==> src/rtl/fft_pkg.sv <==
// Shared FFT definitions: sequencer state encoding and the bit-reverse
// address helper used by both the core and the output sequencer.
package fft_pkg;

  localparam int unsigned ST_W      = 3;
  localparam int unsigned MAX_LOG2N = 10;

  localparam logic [ST_W-1:0] ST_IDLE = 3'd0;
  localparam logic [ST_W-1:0] ST_RD   = 3'd1;
  localparam logic [ST_W-1:0] ST_LAT  = 3'd2;
  localparam logic [ST_W-1:0] ST_WLOW = 3'd3;
  localparam logic [ST_W-1:0] ST_PRES = 3'd4;
  localparam logic [ST_W-1:0] ST_REL  = 3'd5;
  localparam logic [ST_W-1:0] ST_DONE = 3'd6;

  typedef enum logic [ST_W-1:0] {
    S_IDLE = ST_IDLE,
    S_RD   = ST_RD,
    S_LAT  = ST_LAT,
    S_WLOW = ST_WLOW,
    S_PRES = ST_PRES,
    S_REL  = ST_REL,
    S_DONE = ST_DONE
  } seq_state_t;

  // Reverse the low log2n bits of idx; upper result bits are zero.
  function automatic logic [MAX_LOG2N-1:0] bitrev(input logic [MAX_LOG2N-1:0] idx,
                                                  input int unsigned log2n);
    logic [MAX_LOG2N-1:0] r;
    for (int i = 0; i < MAX_LOG2N; i++) r[i] = idx[MAX_LOG2N-1-i];
    return r >> (MAX_LOG2N - log2n);
  endfunction

endpackage

==> src/rtl/fft_out_sequencer_sync2.sv <==
// Two-flop synchroniser for the sink acknowledge; resets to 0.
module sync2 (
  input  logic clk,
  input  logic rst,
  input  logic d,
  output logic q
);

  logic meta;

  always_ff @(posedge clk) begin
    if (!rst) begin
      meta <= 1'b0;
      q    <= 1'b0;
    end else begin
      meta <= d;
      q    <= meta;
    end
  end

endmodule

==> src/rtl/fft_out_sequencer.sv <==
// Drains one FFT result frame from the result RAM to a serial sink using a
// four-phase req/ans handshake per sample, natural or bit-reversed order.
module fft_out_sequencer
  import fft_pkg::*;
#(
  parameter int unsigned LOG2N  = 4,
  parameter int unsigned DW     = 16,
  parameter bit          BITREV = 1'b1
) (
  input  logic             clk,
  input  logic             rst,
  input  logic             start,
  input  logic             abort,
  output logic             mem_rd,
  output logic [LOG2N-1:0] mem_addr,
  input  logic [DW-1:0]    mem_dR,
  input  logic [DW-1:0]    mem_dJ,
  output logic             out_en,
  output logic [DW-1:0]    data_oR,
  output logic [DW-1:0]    data_oJ,
  output logic             req_o,
  input  logic             ans_i,
  output logic             busy,
  output logic             done,
  output logic [LOG2N-1:0] idx
);

  localparam logic [LOG2N-1:0] IDX_LAST = '1;

  seq_state_t       state, state_n;
  logic [LOG2N-1:0] idx_n;
  logic             ans_s;

  function automatic logic [LOG2N-1:0] addr_of(input logic [LOG2N-1:0] i);
    if (BITREV) return LOG2N'(bitrev(MAX_LOG2N'(i), LOG2N));
    return i;
  endfunction

  sync2 u_sync_ans (
    .clk (clk),
    .rst (rst),
    .d   (ans_i),
    .q   (ans_s)
  );

  // Next-state and index update; abort overrides everything, including start.
  always_comb begin
    state_n = state;
    idx_n   = idx;
    case (state)
      S_IDLE: if (start) begin
        idx_n   = '0;
        state_n = S_RD;
      end
      S_RD:   state_n = S_LAT;
      S_LAT:  state_n = S_WLOW;
      S_WLOW: if (!ans_s) state_n = S_PRES;
      S_PRES: if (ans_s) state_n = S_REL;
      S_REL:  if (!ans_s) begin
        if (idx == IDX_LAST) begin
          state_n = S_DONE;
        end else begin
          idx_n   = idx + LOG2N'(1);
          state_n = S_RD;
        end
      end
      S_DONE: state_n = S_IDLE;
      default: state_n = S_IDLE;
    endcase
    if (abort) begin
      state_n = S_IDLE;
      idx_n   = idx;
    end
  end

  // Outputs are decoded from the next state so they line up with the state they belong to.
  always_ff @(posedge clk) begin
    if (!rst) begin
      state    <= S_IDLE;
      idx      <= '0;
      mem_rd   <= 1'b0;
      mem_addr <= '0;
      out_en   <= 1'b0;
      req_o    <= 1'b0;
      busy     <= 1'b0;
      done     <= 1'b0;
      data_oR  <= '0;
      data_oJ  <= '0;
    end else begin
      state    <= state_n;
      idx      <= idx_n;
      mem_rd   <= (state_n == S_RD);
      mem_addr <= addr_of(idx_n);
      out_en   <= (state_n == S_LAT);
      req_o    <= (state_n == S_PRES);
      busy     <= (state_n != S_IDLE);
      done     <= (state_n == S_DONE);
      // RAM data is valid during LAT; hold it until the next sample's LAT.
      if (state == S_LAT) begin
        data_oR <= mem_dR;
        data_oJ <= mem_dJ;
      end
    end
  end

endmodule

==> config.mk <==
export PLATFORM = sky130hd
export DESIGN_NAME = fft_out_sequencer
export DESIGN_NICKNAME = d
export VERILOG_FILES = /design/src/rtl/fft_pkg.sv /design/src/rtl/fft_out_sequencer_sync2.sv /design/src/rtl/fft_out_sequencer.sv
export SDC_FILE = /design/constraint.sdc
export NUM_CORES = 1
export LEC_CHECK = 0
export CAP_MARGIN = 25
export CORE_AREA = 2 2 57 85
export CTS_CLUSTER_DIAMETER = 40
export DETAILED_ROUTE_END_ITERATION = 10
export DIE_AREA = 0 0 59 87
export PLACE_DENSITY = 0.89
export SLEW_MARGIN = 10
export SYNTH_ARGS = -nofsm -noshare
export SYNTH_HDL_FRONTEND = slang
export SYNTH_SLANG_ARGS = --single-unit
==> constraint.sdc <==
create_clock -name clk -period 2.6 [get_ports clk]
set_input_delay 0.52 -clock clk [delete_from_list [all_inputs] [get_ports clk]]
set_output_delay 0.52 -clock clk [all_outputs]
set_load 0.05 [all_outputs]
==> Yosys cells after proc, flatten, opt, wreduce, memory -nomap -nowiden <==
Cells that the tools add are included.
{ "op_classes": {"eq_ne": 10, "n_div": 0, "muxes": 14, "bitwise": 0, "n_mul": 0, "n_reduce_logical": 2, "n_shift": 0, "addsub": 1, "order_cmp": 0} }
{ "op_table": {"columns": ["cell", "count"], "rows": [
  ["2-to-1 mux 4 bit", 5],
  ["2-to-1 mux 3 bit", 6],
  ["one-hot mux 3 bit (6 select lines)", 1],
  ["equality test 3 bit, second input constant", 4],
  ["equality test 3 x 2 -> 1 bit, second input constant", 3],
  ["one-hot mux 4 bit (2 select lines)", 1],
  ["equality test 3 x 1 -> 1 bit, second input constant", 2],
  ["adder 4 x 1 -> 4 bit, second input constant", 1],
  ["equality test 4 bit, second input constant", 1],
  ["logical NOT 3 bit", 1],
  ["nonzero test 3 bit", 1],
  ["2-to-1 mux 1 bit", 1]
]} }
{ "word_totals": {"in_bits": 37, "romBits": 0, "out_inout_bits": 45, "mem_bits_rw": 0, "latchBits": 0, "mem_count": 0, "wordCells": 39, "ff_bits": 50} }

==> Longest topological paths before layout <==
{ "logic_depth": {"depth_word": 6, "ltp_mapped": 6, "mapped_depth_nobuf": 5} }

==> Modules after synthesis <==
A second synthesis with hierarchy kept.
{ "unflattened": {"hier_cells": 229, "area_unflattened_um2": 1910.6} }
{ "modules_own_cells": {"columns": ["mod", "seq_area_each_um2", "area_each_um2", "instances", "cells_each"], "rows": [
  ["fft_out_sequencer", 880.8, 1858.0, 1, 225],
  ["sync2", 40.0, 52.6, 1, 4]
]} }

==> Least setup slack after synthesis <==
OpenSTA, ideal clock, no wires.
{ "synth_path": {"path_kind": "register to register", "startpoint": "register idx[0]", "endpoint": "register busy", "path_buffers": 0, "path_slack_ps": 655, "path_stages_with_launch": 6, "setup_ps": 127, "required_time_ps": 2473, "period_less_slack_ps": 1945, "arrival_ps": 1818, "cell_sequence": "dfxtp_1 > ha_1 > nand3_1 > a221oi_4 > nor3_2 > or3b_1"} }
{ "synth_between": {"elab_chain_len": 6} }
{ "synth_rtl": {"columns": ["item", "line", "rtl"], "rows": [
  ["start, declared", "fft_out_sequencer.sv:25", "output logic [LOG2N-1:0] idx"],
  ["start signal, assigned", "fft_out_sequencer.sv:91", "idx <= idx_n;"],
  ["equality test 4 bit", "fft_out_sequencer.sv:60", "if (idx == IDX_LAST) begin"],
  ["2-to-1 mux 3 bit", "fft_out_sequencer.sv:60", null],
  ["2-to-1 mux 3 bit", "fft_out_sequencer.sv:59", "S_REL: if (!ans_s) begin"],
  ["one-hot mux 3 bit (6 select lines)", "fft_out_sequencer.sv:50", "case (state)"],
  ["2-to-1 mux 3 bit", "fft_out_sequencer.sv:70", "if (abort) begin"],
  ["nonzero test 3 bit", "fft_out_sequencer.sv:96", "busy <= (state_n != S_IDLE);"],
  ["end signal, assigned", "fft_out_sequencer.sv:96", null],
  ["end, declared", "fft_out_sequencer.sv:23", "output logic busy,"]
]} }
Every way passes these cells.
A chain may end at the register's enable or synchronous reset.

==> Worst setup path after layout <==
{ "layout_path": {"startpoint": "register mem_addr[1]", "endpoint": "output mem_addr[1]"} }
{ "layout_rtl": {"columns": ["item", "line", "rtl"], "rows": [
  ["start, declared", "fft_out_sequencer.sv:15", "output logic [LOG2N-1:0] mem_addr,"],
  ["start signal, assigned", "fft_out_sequencer.sv:93", "mem_addr <= addr_of(idx_n);"]
]} }
No word-level cell between the ends.

==> impl_metrics.tcl <==
set metrics [dict create \
    vias 1751 \
    first_global_vias 1722 \
    hold_viol 0 \
    port_buffers 81 \
    status "finished, final reports clean" \
    combPwrFrac 0.127 \
    crit_type "register to primary output" \
    grt.total_usage 0.192 \
    die_w_um 59 \
    crit_buf_inv 1 \
    ys_seq_elements 46 \
    final_net_count 333 \
    postSynthAreaPerCell_um2 8.68 \
    coreArea_um2 4430 \
    post_cts.repair.setup_buffers 0 \
    syn-num-nets 259 \
    synth.distinct_cells 43 \
    min_period_ns 2.10 \
    h-tree-depth 2 \
    slowest_delay_ns 0.84 \
    timing.final.crit_share 0.807 \
    final_common_cell "clkdlybuf4s50_1" \
    die_y_um 87 \
    maxCapViolations 0 \
    path_cells "clkdlybuf4s50_1" \
    drive_gt1_frac 0.0610 \
    finalSetupTns_ns 0 \
    syn_to_final_growth_pct 45.8 \
    synthCells 221 \
    synth_edf_count 0 \
    vdd_ir_drop_max_uv 279 \
    cpLargestDelayFamily "buffers and inverters" \
    synth_area_leader_cell "dfxtp_1" \
    grt_max_degree 40 \
    synth_top_area_frac 0.480 \
    antenna_left 0 \
    clockPowerShare 0.311 \
    finish.utilization 0.632 \
    drt_iter0_drc 62 \
    required_ns 2.08 \
    wl_per_cell_um 13.7 \
    hold_buffers 0 \
    crit_slowest_cell "clkdlybuf4s50_1" \
    cts_buffers 5 \
    antenna_found_initial 0 \
    viasPerCell 5.10 \
    fin_skew_ns 0.00347 \
    slew_violations 0 \
    cp.arrival_ns 1.58 \
    worst_pin_slew_ns 0.519 \
    drc 0 \
    synth-adder-area-share 0.00652 \
    start_util 0.433 \
    cts_root_buf "clkbuf_8" \
    path_clk_slew_ns 0.08 \
    finalSetupViolations 0 \
    synth_compound_area_frac 0.220 \
    ys_warn_count 0 \
    powerDensity_nw_per_um2 460 \
    crit_path_end_kind "primary output" \
    clk_latency_ns 0.28 \
    cts_sinks 46 \
    relSlewSlack 0.653 \
    synth.area.top_cells "dfxtp_1 48%, nand2_1 13%, a21boi_0 9.8%" \
    fill_cells 372 \
    layout_common_cells "81 x clkdlybuf4s50_1, 66 x nand2_1, 46 x dfxtp_1" \
    seqPwrFrac 0.563 \
    p_int_mw 0.987 \
    num_rows 30 \
    muxShareOfSynthArea 0 \
    synth_top_family_by_area "simple AND/OR/NAND/NOR gates" \
    synthFlopType "dfxtp_1" \
    grt_first_pass_wirelength_um 7670 \
    final-seq-area_um2 921 \
    drt_first_pass_iters 4 \
    worstPathMaxFanout 7 \
    cts_tree "built" \
    synth-simple-area-share 0.234 \
    clock.fmax_mhz 477 \
    grt_overflow_total 0 \
    diodes 0 \
    swShare 0.234 \
    synth_xor_area_frac 0 \
    routabilityCongestion 0.864 \
    synth.cell_area_um2 1920 \
    yosysSeqAreaShare 0.480 \
    rsz0062_at_grt "no" \
    place_hpwl_um 3370 \
    clockBufferDepth 2 \
    io_pins 82 \
    dieArea_um2 5130 \
    power_switching_mw 0.302 \
    multi_input_area_um2 886 \
    p_leak_nw 0.965 \
    cts-resized-gates 0 \
    start_kind "register" \
    hold_class "register to register" \
    async_flop_share 0 \
    drt-total-wl_um 4690 \
]
## cell usage after synthesis, drive strengths merged, types with 2 or more instances
library cell	number
nand2	66
dfxtp	46
a21boi	33
buf	10
nor2	8
clkbuf	7
a21oi	6
inv	6
nor3	4
and2	3
nand2b	3
nor2b	3
a221oi	2
a31oi	2
nand3b	2
nor3b	2
o21ai	2
o221a	2
## layer usage
layer	GRT usage	share of wire	vias up
met5	0	0	-
li1	-	-	879
met4	0.0806	0.020	0
met2	0.325	0.52	59
met3	0.0550	0.058	8
met1	0.222	0.40	805
## power groups by stage
stage / Clock (mW) / Sequential (mW) / Combinational (mW)
floorplan: 0 / 0.773 / 0.0469
global placement: 0 / 0.742 / 0.161
detailed placement: 0 / 0.742 / 0.164
CTS: 0.413 / 0.726 / 0.164
global route: 0.437 / 0.727 / 0.174
finish: 0.400 / 0.725 / 0.163
## kinds of logic (layout without fill, tap and decap cells)
| kind of cell | Yosys count | after routing |
|---|---|---|
| AO/OA/AOI/OAI | 53 | 53 |
| adder cells (fa/ha/maj) | 1 | 1 |
| AND/OR/NAND/NOR | 98 | 98 |
| flip-flops | 46 | 46 |
| buffers and inverters | 23 | 97 |
## final cells by class
type,count,area share
sequential,46,0.329
inverter,6,0.00805
clock buffer,7,0.0273
tap,48,0.0215
timing repair buffer,84,0.298
multi-input combinational,152,0.316
## per-stage QoR
step | hold WS, ns | instances | instance area (µm²) | worst slack (ns) | power, mW
detailed placement | 0.425 | 336 | 2720 | 0.564 | 0.906
CTS | 0.446 | 343 | 2800 | 0.494 | 1.30
finish | 0.441 | 343 | 2800 | 0.502 | 1.29
global placement | 0.419 | 336 | 2720 | 0.598 | 0.903
global route | 0.466 | 343 | 2800 | 0.443 | 1.34
floorplan | 0.412 | 221 | 1920 | 0.655 | 0.820
## sequential cells by signal, summed over array words and instances, names as in the netlist
register and flops:
u_sync_ans.meta 1, data_oJ 16, state 3, done 1, out_en 1, busy 1, idx 1, data_oR 16
u_sync_ans.q 1, mem_rd 1, req_o 1, mem_addr 3
## path summary, 6_finish.rpt
check	startpoint	end	slack, ns	cells past startpoint
max	mem_addr[1]$_SDFFE_PN0P_	mem_addr[1]	0.50	1
min	u_sync_ans.meta$_SDFF_PN0_	u_sync_ans.q$_SDFF_PN0_	0.44	1
max reg2reg	idx[0]$_SDFFE_PN0P_	busy$_SDFF_PN0_	0.69	5
min reg2reg	u_sync_ans.meta$_SDFF_PN0_	u_sync_ans.q$_SDFF_PN0_	0.44	1
Power figures use the tool's default switching activity.
